`config.mk`:
```
export PLATFORM = sky130hd
export DESIGN_NAME = traffic_light_ctrl_param_flat
export DESIGN_NICKNAME = d
export VERILOG_FILES = /design/src/rtl/traffic_light_ctrl_param_if.sv /design/src/rtl/traffic_light_ctrl_param.sv /design/src/flat_wrapper.sv
export SDC_FILE = /design/constraint.sdc
export NUM_CORES = 1
export LEC_CHECK = 0
export ABC_CLOCK_PERIOD_IN_PS = 2300
export CORE_ASPECT_RATIO = 1.75
export CORE_UTILIZATION = 46
export CTS_CLUSTER_SIZE = 25
export DETAILED_ROUTE_END_ITERATION = 8
export GPL_ROUTABILITY_DRIVEN = 0
export MAX_ROUTING_LAYER = met4
export PLACE_DENSITY = 0.73
export SKIP_LAST_GASP = 1
export SYNTH_ARGS = -nofsm -noshare
export SYNTH_HDL_FRONTEND = slang
export SYNTH_SLANG_ARGS = --single-unit
```
`constraint.sdc`:
```
create_clock -name clk -period 2.3 [get_ports clk]
set_input_delay 0.345 -clock clk [delete_from_list [all_inputs] [get_ports clk]]
set_output_delay 0.345 -clock clk [all_outputs]
set_load 0.05 [all_outputs]
```
`src/rtl/traffic_light_ctrl_param_if.sv`:
```
// Signal bundle between the junction controller and its environment:
// demand/mode inputs and the four light groups plus status.
interface traffic_light_ctrl_param_if;
    logic       side_req;
    logic       flash_en;
    logic [2:0] light_M1;
    logic [2:0] light_M2;
    logic [2:0] light_MT;
    logic [2:0] light_S;
    logic [2:0] phase;
    logic       side_pend;

    modport master (
        output side_req,
        output flash_en,
        input  light_M1,
        input  light_M2,
        input  light_MT,
        input  light_S,
        input  phase,
        input  side_pend
    );

    modport slave (
        input  side_req,
        input  flash_en,
        output light_M1,
        output light_M2,
        output light_MT,
        output light_S,
        output phase,
        output side_pend
    );
endinterface

```
`src/rtl/traffic_light_ctrl_param.sv`:
```
// Parametrised four-approach junction controller with all-red clearance,
// latched side-road demand with optional skip, and night flash mode.
module traffic_light_ctrl_param #(
    parameter int TICK_DIV  = 1,
    parameter int TW        = 8,
    parameter int T_MAIN    = 7,
    parameter int T_TURN    = 2,
    parameter int T_SIDE    = 3,
    parameter int T_YEL     = 2,
    parameter int T_ALLRED  = 1,
    parameter int SKIP_SIDE = 0
) (
    input  logic                        clk,
    input  logic                        rst,
    traffic_light_ctrl_param_if.slave   bus
);

    localparam int  PW     = (TICK_DIV > 1) ? $clog2(TICK_DIV) : 1;
    localparam bit  HAS_AR = (T_ALLRED > 0);
    localparam logic [PW-1:0] PRE_MAX  = PW'(TICK_DIV - 1);
    localparam logic [TW-1:0] D_MAIN   = TW'(T_MAIN - 1);
    localparam logic [TW-1:0] D_TURN   = TW'(T_TURN - 1);
    localparam logic [TW-1:0] D_SIDE   = TW'(T_SIDE - 1);
    localparam logic [TW-1:0] D_YEL    = TW'(T_YEL - 1);
    localparam logic [TW-1:0] D_ALLRED = TW'(HAS_AR ? T_ALLRED - 1 : 0);

    localparam logic [2:0] RED = 3'b100;
    localparam logic [2:0] YEL = 3'b010;
    localparam logic [2:0] GRN = 3'b001;

    generate
        if (TICK_DIV < 1 || T_MAIN < 1 || T_TURN < 1 || T_SIDE < 1 ||
            T_YEL < 1 || T_ALLRED < 0 || TW < 1) begin : g_bad_param
            $error("traffic_light_ctrl_param: illegal timing parameter");
        end
        if (longint'(T_MAIN) > (longint'(1) << TW) || longint'(T_TURN) > (longint'(1) << TW) ||
            longint'(T_SIDE) > (longint'(1) << TW) || longint'(T_YEL) > (longint'(1) << TW) ||
            longint'(T_ALLRED) > (longint'(1) << TW)) begin : g_bad_width
            $error("traffic_light_ctrl_param: duration does not fit in TW bits");
        end
    endgenerate

    typedef enum logic [2:0] {
        ST_P0     = 3'd0,
        ST_P1     = 3'd1,
        ST_P2     = 3'd2,
        ST_P3     = 3'd3,
        ST_P4     = 3'd4,
        ST_P5     = 3'd5,
        ST_ALLRED = 3'd6,
        ST_FLASH  = 3'd7
    } state_t;

    // Where ALLRED goes on expiry; T1 defers the side/skip decision to that moment.
    typedef enum logic [1:0] {
        TG_T1    = 2'd0,
        TG_P0    = 2'd1,
        TG_FLASH = 2'd2
    } tgt_t;

    state_t          r_state;
    tgt_t            r_tgt;
    logic [TW-1:0]   r_timer;
    logic [PW-1:0]   r_presc;
    logic            r_pend;
    logic            r_blink;

    state_t          w_state_nxt;
    tgt_t            w_tgt_nxt;
    state_t          w_side_dst;
    logic            w_tick;
    logic            w_expire;
    logic            w_enter;
    logic [2:0]      w_m1, w_m2, w_mt, w_s;

    function automatic logic [TW-1:0] dur_of(state_t s);
        case (s)
            ST_P0:     return D_MAIN;
            ST_P2:     return D_TURN;
            ST_P4:     return D_SIDE;
            ST_P1,
            ST_P3,
            ST_P5:     return D_YEL;
            ST_ALLRED: return D_ALLRED;
            default:   return '0;
        endcase
    endfunction

    assign w_tick   = (r_presc == PRE_MAX);
    assign w_expire = w_tick && (r_timer == '0);

    always_comb begin
        w_side_dst  = (r_pend || (SKIP_SIDE == 0)) ? ST_P4 : ST_P0;
        w_state_nxt = r_state;
        w_tgt_nxt   = r_tgt;
        case (r_state)
            ST_P0: if (w_expire) w_state_nxt = ST_P1;
            ST_P1: if (w_expire) w_state_nxt = ST_P2;
            ST_P2: if (w_expire) w_state_nxt = ST_P3;
            ST_P4: if (w_expire) w_state_nxt = ST_P5;
            ST_P3: if (w_expire) begin
                if (bus.flash_en) begin
                    w_tgt_nxt   = TG_FLASH;
                    w_state_nxt = HAS_AR ? ST_ALLRED : ST_FLASH;
                end else begin
                    w_tgt_nxt   = TG_T1;
                    w_state_nxt = HAS_AR ? ST_ALLRED : w_side_dst;
                end
            end
            ST_P5: if (w_expire) begin
                if (bus.flash_en) begin
                    w_tgt_nxt   = TG_FLASH;
                    w_state_nxt = HAS_AR ? ST_ALLRED : ST_FLASH;
                end else begin
                    w_tgt_nxt   = TG_P0;
                    w_state_nxt = HAS_AR ? ST_ALLRED : ST_P0;
                end
            end
            ST_ALLRED: if (w_expire) begin
                case (r_tgt)
                    TG_FLASH: w_state_nxt = ST_FLASH;
                    TG_T1:    w_state_nxt = w_side_dst;
                    default:  w_state_nxt = ST_P0;
                endcase
            end
            ST_FLASH: if (w_tick && !bus.flash_en) begin
                w_tgt_nxt   = TG_P0;
                w_state_nxt = HAS_AR ? ST_ALLRED : ST_P0;
            end
            default: ;
        endcase
        w_enter = (w_state_nxt != r_state);
    end

    always_ff @(posedge clk) begin
        if (rst) begin
            r_state <= ST_P0;
            r_tgt   <= TG_T1;
            r_timer <= D_MAIN;
            r_presc <= '0;
            r_pend  <= 1'b0;
            r_blink <= 1'b1;
        end else begin
            r_state <= w_state_nxt;
            r_tgt   <= w_tgt_nxt;
            r_presc <= w_tick ? '0 : r_presc + 1'b1;
            if (w_enter)
                r_timer <= dur_of(w_state_nxt);
            else if (w_tick && r_timer != '0)
                r_timer <= r_timer - 1'b1;
            // Entering P4 serves the demand; a request in that same cycle is absorbed.
            if (w_enter && w_state_nxt == ST_P4)
                r_pend <= 1'b0;
            else if (bus.side_req)
                r_pend <= 1'b1;
            if (w_enter && w_state_nxt == ST_FLASH)
                r_blink <= 1'b1;
            else if (r_state == ST_FLASH && w_tick)
                r_blink <= ~r_blink;
        end
    end

    always_comb begin
        w_m1 = RED;
        w_m2 = RED;
        w_mt = RED;
        w_s  = RED;
        case (r_state)
            ST_P0: begin w_m1 = GRN; w_m2 = GRN; end
            ST_P1: begin w_m1 = GRN; w_m2 = YEL; end
            ST_P2: begin w_m1 = GRN; w_mt = GRN; end
            ST_P3: begin w_m1 = YEL; w_mt = YEL; end
            ST_P4: w_s = GRN;
            ST_P5: w_s = YEL;
            ST_FLASH: begin
                w_m1 = r_blink ? YEL : 3'b000;
                w_m2 = r_blink ? YEL : 3'b000;
                w_mt = r_blink ? YEL : 3'b000;
                w_s  = r_blink ? RED : 3'b000;
            end
            default: ;
        endcase
    end

    assign bus.light_M1  = w_m1;
    assign bus.light_M2  = w_m2;
    assign bus.light_MT  = w_mt;
    assign bus.light_S   = w_s;
    assign bus.phase     = r_state;
    assign bus.side_pend = r_pend;

    function automatic logic lamp_ok(logic [2:0] l, logic in_flash);
        return $onehot(l) || (l == 3'b000 && in_flash);
    endfunction

    a_lamp_encoding: assert property (@(posedge clk) disable iff (rst)
        lamp_ok(w_m1, r_state == ST_FLASH) && lamp_ok(w_m2, r_state == ST_FLASH) &&
        lamp_ok(w_mt, r_state == ST_FLASH) && lamp_ok(w_s, r_state == ST_FLASH));

    a_side_vs_main: assert property (@(posedge clk) disable iff (rst)
        !((w_s[1:0] != 2'b00) && ((w_m1[1:0] | w_m2[1:0] | w_mt[1:0]) != 2'b00)));

    // Flashing amber on every main head is the intended night aspect, so FLASH is exempt.
    a_mt_m2_conflict: assert property (@(posedge clk) disable iff (rst)
        (r_state != ST_FLASH) |-> !((w_mt != RED) && (w_m2 != RED)));

endmodule

```
`src/flat_wrapper.sv`:
```
// flat-port wrapper written by rule: the top's interface ports become plain ports
module traffic_light_ctrl_param_flat 
#(
    parameter int TICK_DIV  = 1,
    parameter int TW        = 8,
    parameter int T_MAIN    = 7,
    parameter int T_TURN    = 2,
    parameter int T_SIDE    = 3,
    parameter int T_YEL     = 2,
    parameter int T_ALLRED  = 1,
    parameter int SKIP_SIDE = 0
)
  (clk, rst, bus_side_req, bus_flash_en, bus_light_M1, bus_light_M2, bus_light_MT, bus_light_S, bus_phase, bus_side_pend);
  traffic_light_ctrl_param_if bus_i ();
  input  logic clk;
  input  logic rst;
  input wire logic [$bits(bus_i.side_req)-1:0] bus_side_req;
  input wire logic [$bits(bus_i.flash_en)-1:0] bus_flash_en;
  output wire logic [$bits(bus_i.light_M1)-1:0] bus_light_M1;
  output wire logic [$bits(bus_i.light_M2)-1:0] bus_light_M2;
  output wire logic [$bits(bus_i.light_MT)-1:0] bus_light_MT;
  output wire logic [$bits(bus_i.light_S)-1:0] bus_light_S;
  output wire logic [$bits(bus_i.phase)-1:0] bus_phase;
  output wire logic [$bits(bus_i.side_pend)-1:0] bus_side_pend;
  assign bus_i.side_req = bus_side_req;
  assign bus_i.flash_en = bus_flash_en;
  assign bus_light_M1 = bus_i.light_M1;
  assign bus_light_M2 = bus_i.light_M2;
  assign bus_light_MT = bus_i.light_MT;
  assign bus_light_S = bus_i.light_S;
  assign bus_phase = bus_i.phase;
  assign bus_side_pend = bus_i.side_pend;
  traffic_light_ctrl_param #(.TICK_DIV(TICK_DIV), .TW(TW), .T_MAIN(T_MAIN), .T_TURN(T_TURN), .T_SIDE(T_SIDE), .T_YEL(T_YEL), .T_ALLRED(T_ALLRED), .SKIP_SIDE(SKIP_SIDE)) u_core (.clk(clk), .rst(rst), .bus(bus_i));
endmodule
```
# --- Yosys cells after proc, flatten, opt, wreduce, memory -nomap -nowiden ---
# Cells that the tools add are included.
# Widths: inputs -> output; s select.
totals:
  reg_bits: 16
  latch_bits: 0
  ram_bits: 0
  rom_bits: 0
  input_bits: 4
  out_inout_bits: 16
  wordCells: 73
  mem_count: 0
op_classes:
  addsub: 2
  mul: 0
  n_div: 0
  n_lt_le_gt_ge: 0
  n_eq_ne: 18
  n_shift: 0
  mux: 24
  n_bitwise: 2
  n_reduce_logical: 21
op_table:
  columns: ["operator", "n"]
  rows:
  - ["$pmux 3 s3", 5]
  - ["$mux 3", 8]
  - ["$eq 3x3->1 const B", 7]
  - ["$pmux 3 s7", 1]
  - ["$mux 8", 2]
  - ["$eq 3x2->1 const B", 4]
  - ["$mux 2", 6]
  - ["$logic_not 8->1", 1]
  - ["$reduce_bool 8->1", 1]
  - ["$reduce_or 2->1", 4]
  - ["$sub 8x1->8 const B", 1]
  - ["$eq 3x1->1 const B", 2]
  - ["$logic_and 1x1->1", 6]
  - ["$logic_not 3->1", 2]
  - ["$ne 2x1->1 const B", 3]
  - ["$pmux 2 s3", 1]
  - ["$pmux 3 s2", 1]
  - ["$reduce_and 4->1", 1]
  - ["$reduce_or 4->1", 1]
  - ["$ne 3x3->1", 1]
  - ["$reduce_bool 3->1", 1]
  - ["$reduce_or 3->1", 1]
  - ["$eq 2x2->1 const B", 1]
  - ["$logic_not 2->1", 1]
  - ["4 further kinds", 5]

# --- Depth between registers and ports, before layout ---
# Gate-level depths: netlist of run 1.
logic_depth:
  depth_word: 8
  depth_mapped: 7

# --- Worst setup path before layout of run 1 ---
# No wires, ideal clock.
synth_timing:
  path_kind: "register to output"
  from: "register u_core.r_state[1], in the netlist u_core.bus.phase[1]"
  to: "output port bus_light_MT[0]"
  t_arrival_ns: 2.345
  required_time_ns: 1.955
  path_slack_ns: -0.390
  stages_incl_launch_ff: 4
  cell_sequence: "dfxtp_1 > clkbuf_1 > clkbuf_1 > nor3b_1"
synth_via:
  elab_chain_len: 2
  word_cells_on_any_way: 4
  classes_between: "eq/ne (3); mux (1)"
synth_lines:
  columns: ["item", "line", "text"]
  rows:
  - ["start: declaration", "traffic_light_ctrl_param.sv:61", "state_t r_state;"]
  - ["start signal: assignment", "traffic_light_ctrl_param.sv:144", "r_state <= w_state_nxt;"]
  - ["$eq 3x3->1 / $eq 3x2->1 (equally long branches)", "traffic_light_ctrl_param.sv:168", "case (r_state)"]
  - ["$pmux 3 s3 *", "traffic_light_ctrl_param.sv:168", null]
  - ["end: declaration", "flat_wrapper.sv:21", "output wire logic [$bits(bus_i.light_MT)-1:0] bus_light_MT;"]
# Every way passes the cells marked *; elsewhere a longest branch is shown, timed or not.

# --- Worst setup path after layout of run 1 ---
layout_timing:
  from: "register u_core.r_timer[0]"
  to: "register u_core.r_timer[0]"
layout_via:
  elab_chain_len: 8
  word_cells_on_any_way: 24
  classes_between: "add/sub (1); eq/ne (6); mux (10); reduce/logical (7)"
layout_lines:
  columns: ["item", "line", "text"]
  rows:
  - ["start: declaration", "traffic_light_ctrl_param.sv:63", "logic [TW-1:0] r_timer;"]
  - ["start signal: assignment", "traffic_light_ctrl_param.sv:148", "r_timer <= dur_of(w_state_nxt);"]
  - ["start signal: assignment", "traffic_light_ctrl_param.sv:150", "r_timer <= r_timer - 1'b1;"]
  - ["$logic_not 8->1", "traffic_light_ctrl_param.sv:90", "assign w_expire = w_tick && (r_timer == '0);"]
  - ["$logic_and 1x1->1", "traffic_light_ctrl_param.sv:90", null]
  - ["$mux 3, or another cell as far along", "traffic_light_ctrl_param.sv:119", "ST_ALLRED: if (w_expire) begin"]
  - ["$pmux 3 s7", "traffic_light_ctrl_param.sv:96", "case (r_state)"]
  - ["$eq 3x2->1, or another cell as far along", "traffic_light_ctrl_param.sv:77", "case (s)"]
  - ["$reduce_or 4->1 (no line)", null, null]
  - ["$pmux 3 s3", "traffic_light_ctrl_param.sv:77", null]
  - ["$mux 8", "traffic_light_ctrl_param.sv:147", "if (w_enter)"]
# Parallel ways exist; a longest one is shown, timed or not. The select of a mux whose other input is x is not followed.
# A chain may end at the register's enable or synchronous reset.

==> results of run 1 <==
## flip-flops by register name, summed over array words and instances (netlist names)
register / count
u_core.r_tgt: 2
u_core.r_presc: 1
u_core.r_blink: 1
u_core.bus.side_pend: 1
u_core.r_timer: 8
u_core.bus.phase: 3
## cells in the final DEF, fill, tap and decap left out, types with 2 or more instances in the layout
cell,n
inv_1,6
buf_4,16
or3_1,3
nand3_1,6
dfxtp_1,15
xor2_1,3
a211oi_1,3
nand2_1,11
mux2i_1,3
nor2_1,18
nor4_1,3
nor4b_1,2
clkdlybuf4s50_1,10
a21oi_1,9
nand3b_1,2
clkbuf_4,3
xnor2_1,2
o21ai_0,8
nor3_1,3
and2_1,3
or4_1,2
## power by group through the flow
stage	clock network (mW)	registers, mW	logic [mW]
final	0.142	0.306	0.136
after CTS	0.147	0.305	0.128
after detailed placement	0	0.311	0.125
after global routing	0.156	0.308	0.145
after global placement	0	0.310	0.121
after floorplan	0	0.308	0.0812
## through the flow
| step | util (%) | cell area [µm²] | setup TNS, ns |
|---|---|---|---|
| after floorplan | - | 1050 | -0.0112 |
| after global placement | 61.1 | 1290 | 0 |
| after detailed placement | 61.1 | 1290 | 0 |
| after CTS | 62.2 | 1320 | 0 |
| after global routing | 62.8 | 1330 | -0.0344 |
| final | 62.8 | 1330 | 0 |
## Yosys cell counts, drive strengths merged, types with 2 or more instances
cell,instances
or4,3
nor3b,2
nand3b,2
nor2,18
ha,2
nand3,6
xnor2,2
clkbuf,9
o21ai,9
or3,3
inv,6
nand2,11
xor2,3
and2,3
mux2i,3
a211oi,3
nor4b,3
a21oi,10
nor3,4
nor4,3
dfxtp,16
## cell families (layout without fill, tap and decap cells)
kind of cell    count (synthesis)  count (layout)
fa+ha+maj                       2               2
flops                          16              16
compound gates                 32              32
other cells                     1               1
simple gates                   65              65
mux                             3               3
xor+xnor                        5               5
buf+inv                        16              37
## worst register-to-register path, cell delays in order, from the launching register on
cell and delay [ns]:
dfxtp_2 0.35, inv_1 0.10, ha_2 0.19, or4b_4 0.46
or4_4 0.53, a2111o_1 0.44, a21oi_2 0.15
## layout make-up
type | count | area, µm²
fillers | 199 | 788
multi-input cells | 108 | 682
flip-flops and latches | 16 | 322
repair buffers | 28 | 253
well taps | 24 | 30.0
clock buffers | 3 | 22.5
inverters | 6 | 22.5
## worst max-delay path by stage
stage | slack [ns] | cells after the start | endpoint
after floorplan | -0.01 | 4 | bus_light_S[0]
after global placement | 0.18 | 6 | u_core.r_timer[0]
after detailed placement | 0.1 | 6 | u_core.r_timer[0]
after CTS | 0.05 | 4 | bus_light_S[2]
after global routing | -0.03 | 6 | u_core.r_timer[0]
final | 0.02 | 6 | u_core.r_timer[0]
## metal layers
layer | GRT usage [%] | routed length [µm]
met5 | - | 0
met4 | 13.4 | 127
met3 | 3.08 | 123
met2 | 45.3 | 1530
met1 | 24.8 | 1040
==> metrics.md, run 1 <==
| Metric | Value |
|---|---|
| Status | `completed` |
| Post-place setup slack | `0.0991 ns` |
| Avg Synthesized Cell Area | `~7.5 µm²` |
| Hold endpoint | `u_core.r_tgt[1]` |
| Synth area leaders | `dfxtp_1 31%, nor2_1 6.5%, a21oi_1 4.8%` |
| Worst path top cell family by delay | `simple AND/OR/NAND/NOR gates` |
| Post-route setup slack | `roughly 0.016 ns` |
| GR Overflow Total | `0` |
| Final Slew Violations | `0` |
| CP endpoint kind | `flip-flop` |
| Flop2flop setup slack | `between 0.015 and 0.02 ns` |
| Clock Sinks | `16` |
| Top Ports | `20` |
| CP bufs+invs | `1` |
| Post-Synth XOR/XNOR Area | `4.20%` |
| Relative slew slack | `about half` |
| Register clock-pin slew on the reported worst setup and hold paths | `around 0.090 ns` |
| Sequential share of power | `roughly 52%` |
| Layout cells sized above 1 | `~17%` |
| Final setup skew | `between 0.004 and 0.005 ns` |
| Total track usage | `25.2%` |
| Tot Pwr | `0.584 mW` |
| Yosys cell types | `42` |
| Max rail drop VDD | `approximately 280 µV` |
| Worst reg2reg startpoint | `u_core.r_timer[0]` |
| Start point of the critical path | `u_core.r_timer[0]` |
| Pin count of the biggest net entering global routing | `18` |
| Post-route minimum period | `between 2 and 2.5 ns` |
| CTS tree | `yes` |
| Vias in the first global route | `1010` |
| Fin. Hold Viols | `0` |
| Routed length per placed instance | `15.2 µm` |
| Number of CTS-inserted buffers | `3` |
| Via-to-Cell Ratio | `6.08` |
| Synth Instances | `140` |
| Compound-Gate Fraction of Synth Area | `19.3%` |
| Ys flop type | `dfxtp_1` |
| Worst EP arrival | `around 2.5 ns` |
| DRC | `0` |
| Synth top area share | `a little under a third` |
| Min-delay src | `u_core.r_tgt[1]` |
| Core region area | `0.00212 mm²` |
| Static leakage | `slightly above 0.5 nW` |
| Int Power | `0.407 mW` |
| Die ar. | `between 0.002 and 0.0025 mm²` |
| Port Buffers | `19` |
| CP Max Fanout | `6` |
| Clock tree buffer depth | `2` |
| Highest clock rate | `438 MHz` |
| Post-synth top area cell | `dfxtp_1` |
| Post-synthesis sequential area ratio | `30.7%` |
| Initial antenna violation count | `0` |
| Post-CTS setup buffers | `0` |
| Worst Setup Path Type | `flip-flop to flip-flop` |
| Starting Density | `between 40% and 50%` |
| Clock network power share | `between 20% and 30%` |
| Antenna diodes | `0` |
| Worst path cell trace | `inv_1 > ha_2 > or4b_4 > or4_4 > a2111o_1 > a21oi_2` |
| Switching pwr | `around 0.18 mW` |
| Worst hold stages | `2` |
| Seq cells post-synth | `16` |
| PwrDens | `439 mW/mm²` |
| Post-synthesis simple-gate area fraction | `approximately 34%` |
| Die height | `approximately 65 µm` |
| Area growth syn-to-layout | `27.6%` |
| CP startpoint kind | `flip-flop` |
| Tcrit/Tclk final | `99.3%` |
| Worst min-delay path class | `flip-flop to flip-flop` |
| CTS root buf | `clkbuf_4` |
| Setup violators final | `0` |
| Share of flip-flops with an asynchronous set or reset | `0%` |
| Post-DP HPWL | `2060 µm` |
| Syn nets | `~150` |
| Maxcap violations | `0` |
| Hold Buf Count CTS | `0` |
| Detailed Route Iter0 Violations | `31` |
| Non-Filler Instances | `approximately 190` |
| Worst Reg2Reg Path Length in Cells | `6` |
| Sw frac | `about 30%` |
| Largest family of logic cells by synthesized area | `simple AND/OR/NAND/NOR gates` |
| Post-CTS Resized | `0` |
| Clock Latency Late Sink | `0.28 ns` |
| Worst R2R End | `u_core.r_timer[0]` |
| Adder-cell share of the synthesized area | `2.40%` |
| Crit path largest cell delay | `between 0.5 and 0.6 ns` |
| Netlist Area Pre-Place | `between 0.001 and 0.0015 mm²` |
| Total number of vias | `1125` |
| Router iterations before antenna repair | `4` |
| EDFF count, synth | `0` |
| Post-layout nets | `between 150 and 200` |
| Combinational cell fraction of total power | `23.3%` |
| Worst-margin pin slew | `a little over 0.7 ns` |
| H-tree depth | `1` |
| Post-route ant nets | `0` |
| Crit path required time | `approximately 2.5 ns` |
| Post-Route WL | `approximately 2800 µm` |
| Mux contribution to synthesized area | `under 10%` |
| Synth warn | `0` |
| Hold Slack | `between 0.4 and 0.5 ns` |
| Global-route wire length before repair | `around 4400 µm` |
| Chip width | `between 30 and 40 µm` |
| Placed cells | `around 180` |
| Num rows | `22` |
| Slowest stage cell on the critical path | `or4_4` |
No activity file was read; power rests on OpenSTA's default activity.
==> inputs of run 2 (changes only) <==
--- a/config.mk
+++ b/config.mk
@@ -11,6 +11,7 @@
 export CTS_CLUSTER_SIZE = 25
 export DETAILED_ROUTE_END_ITERATION = 8
 export GPL_ROUTABILITY_DRIVEN = 0
+export HOLD_SLACK_MARGIN = 0.02
 export MAX_ROUTING_LAYER = met4
 export PLACE_DENSITY = 0.73
 export SKIP_LAST_GASP = 1
==> results of run 2 <==
The final DEF is identical to that of run 1; final timing and power are the same.
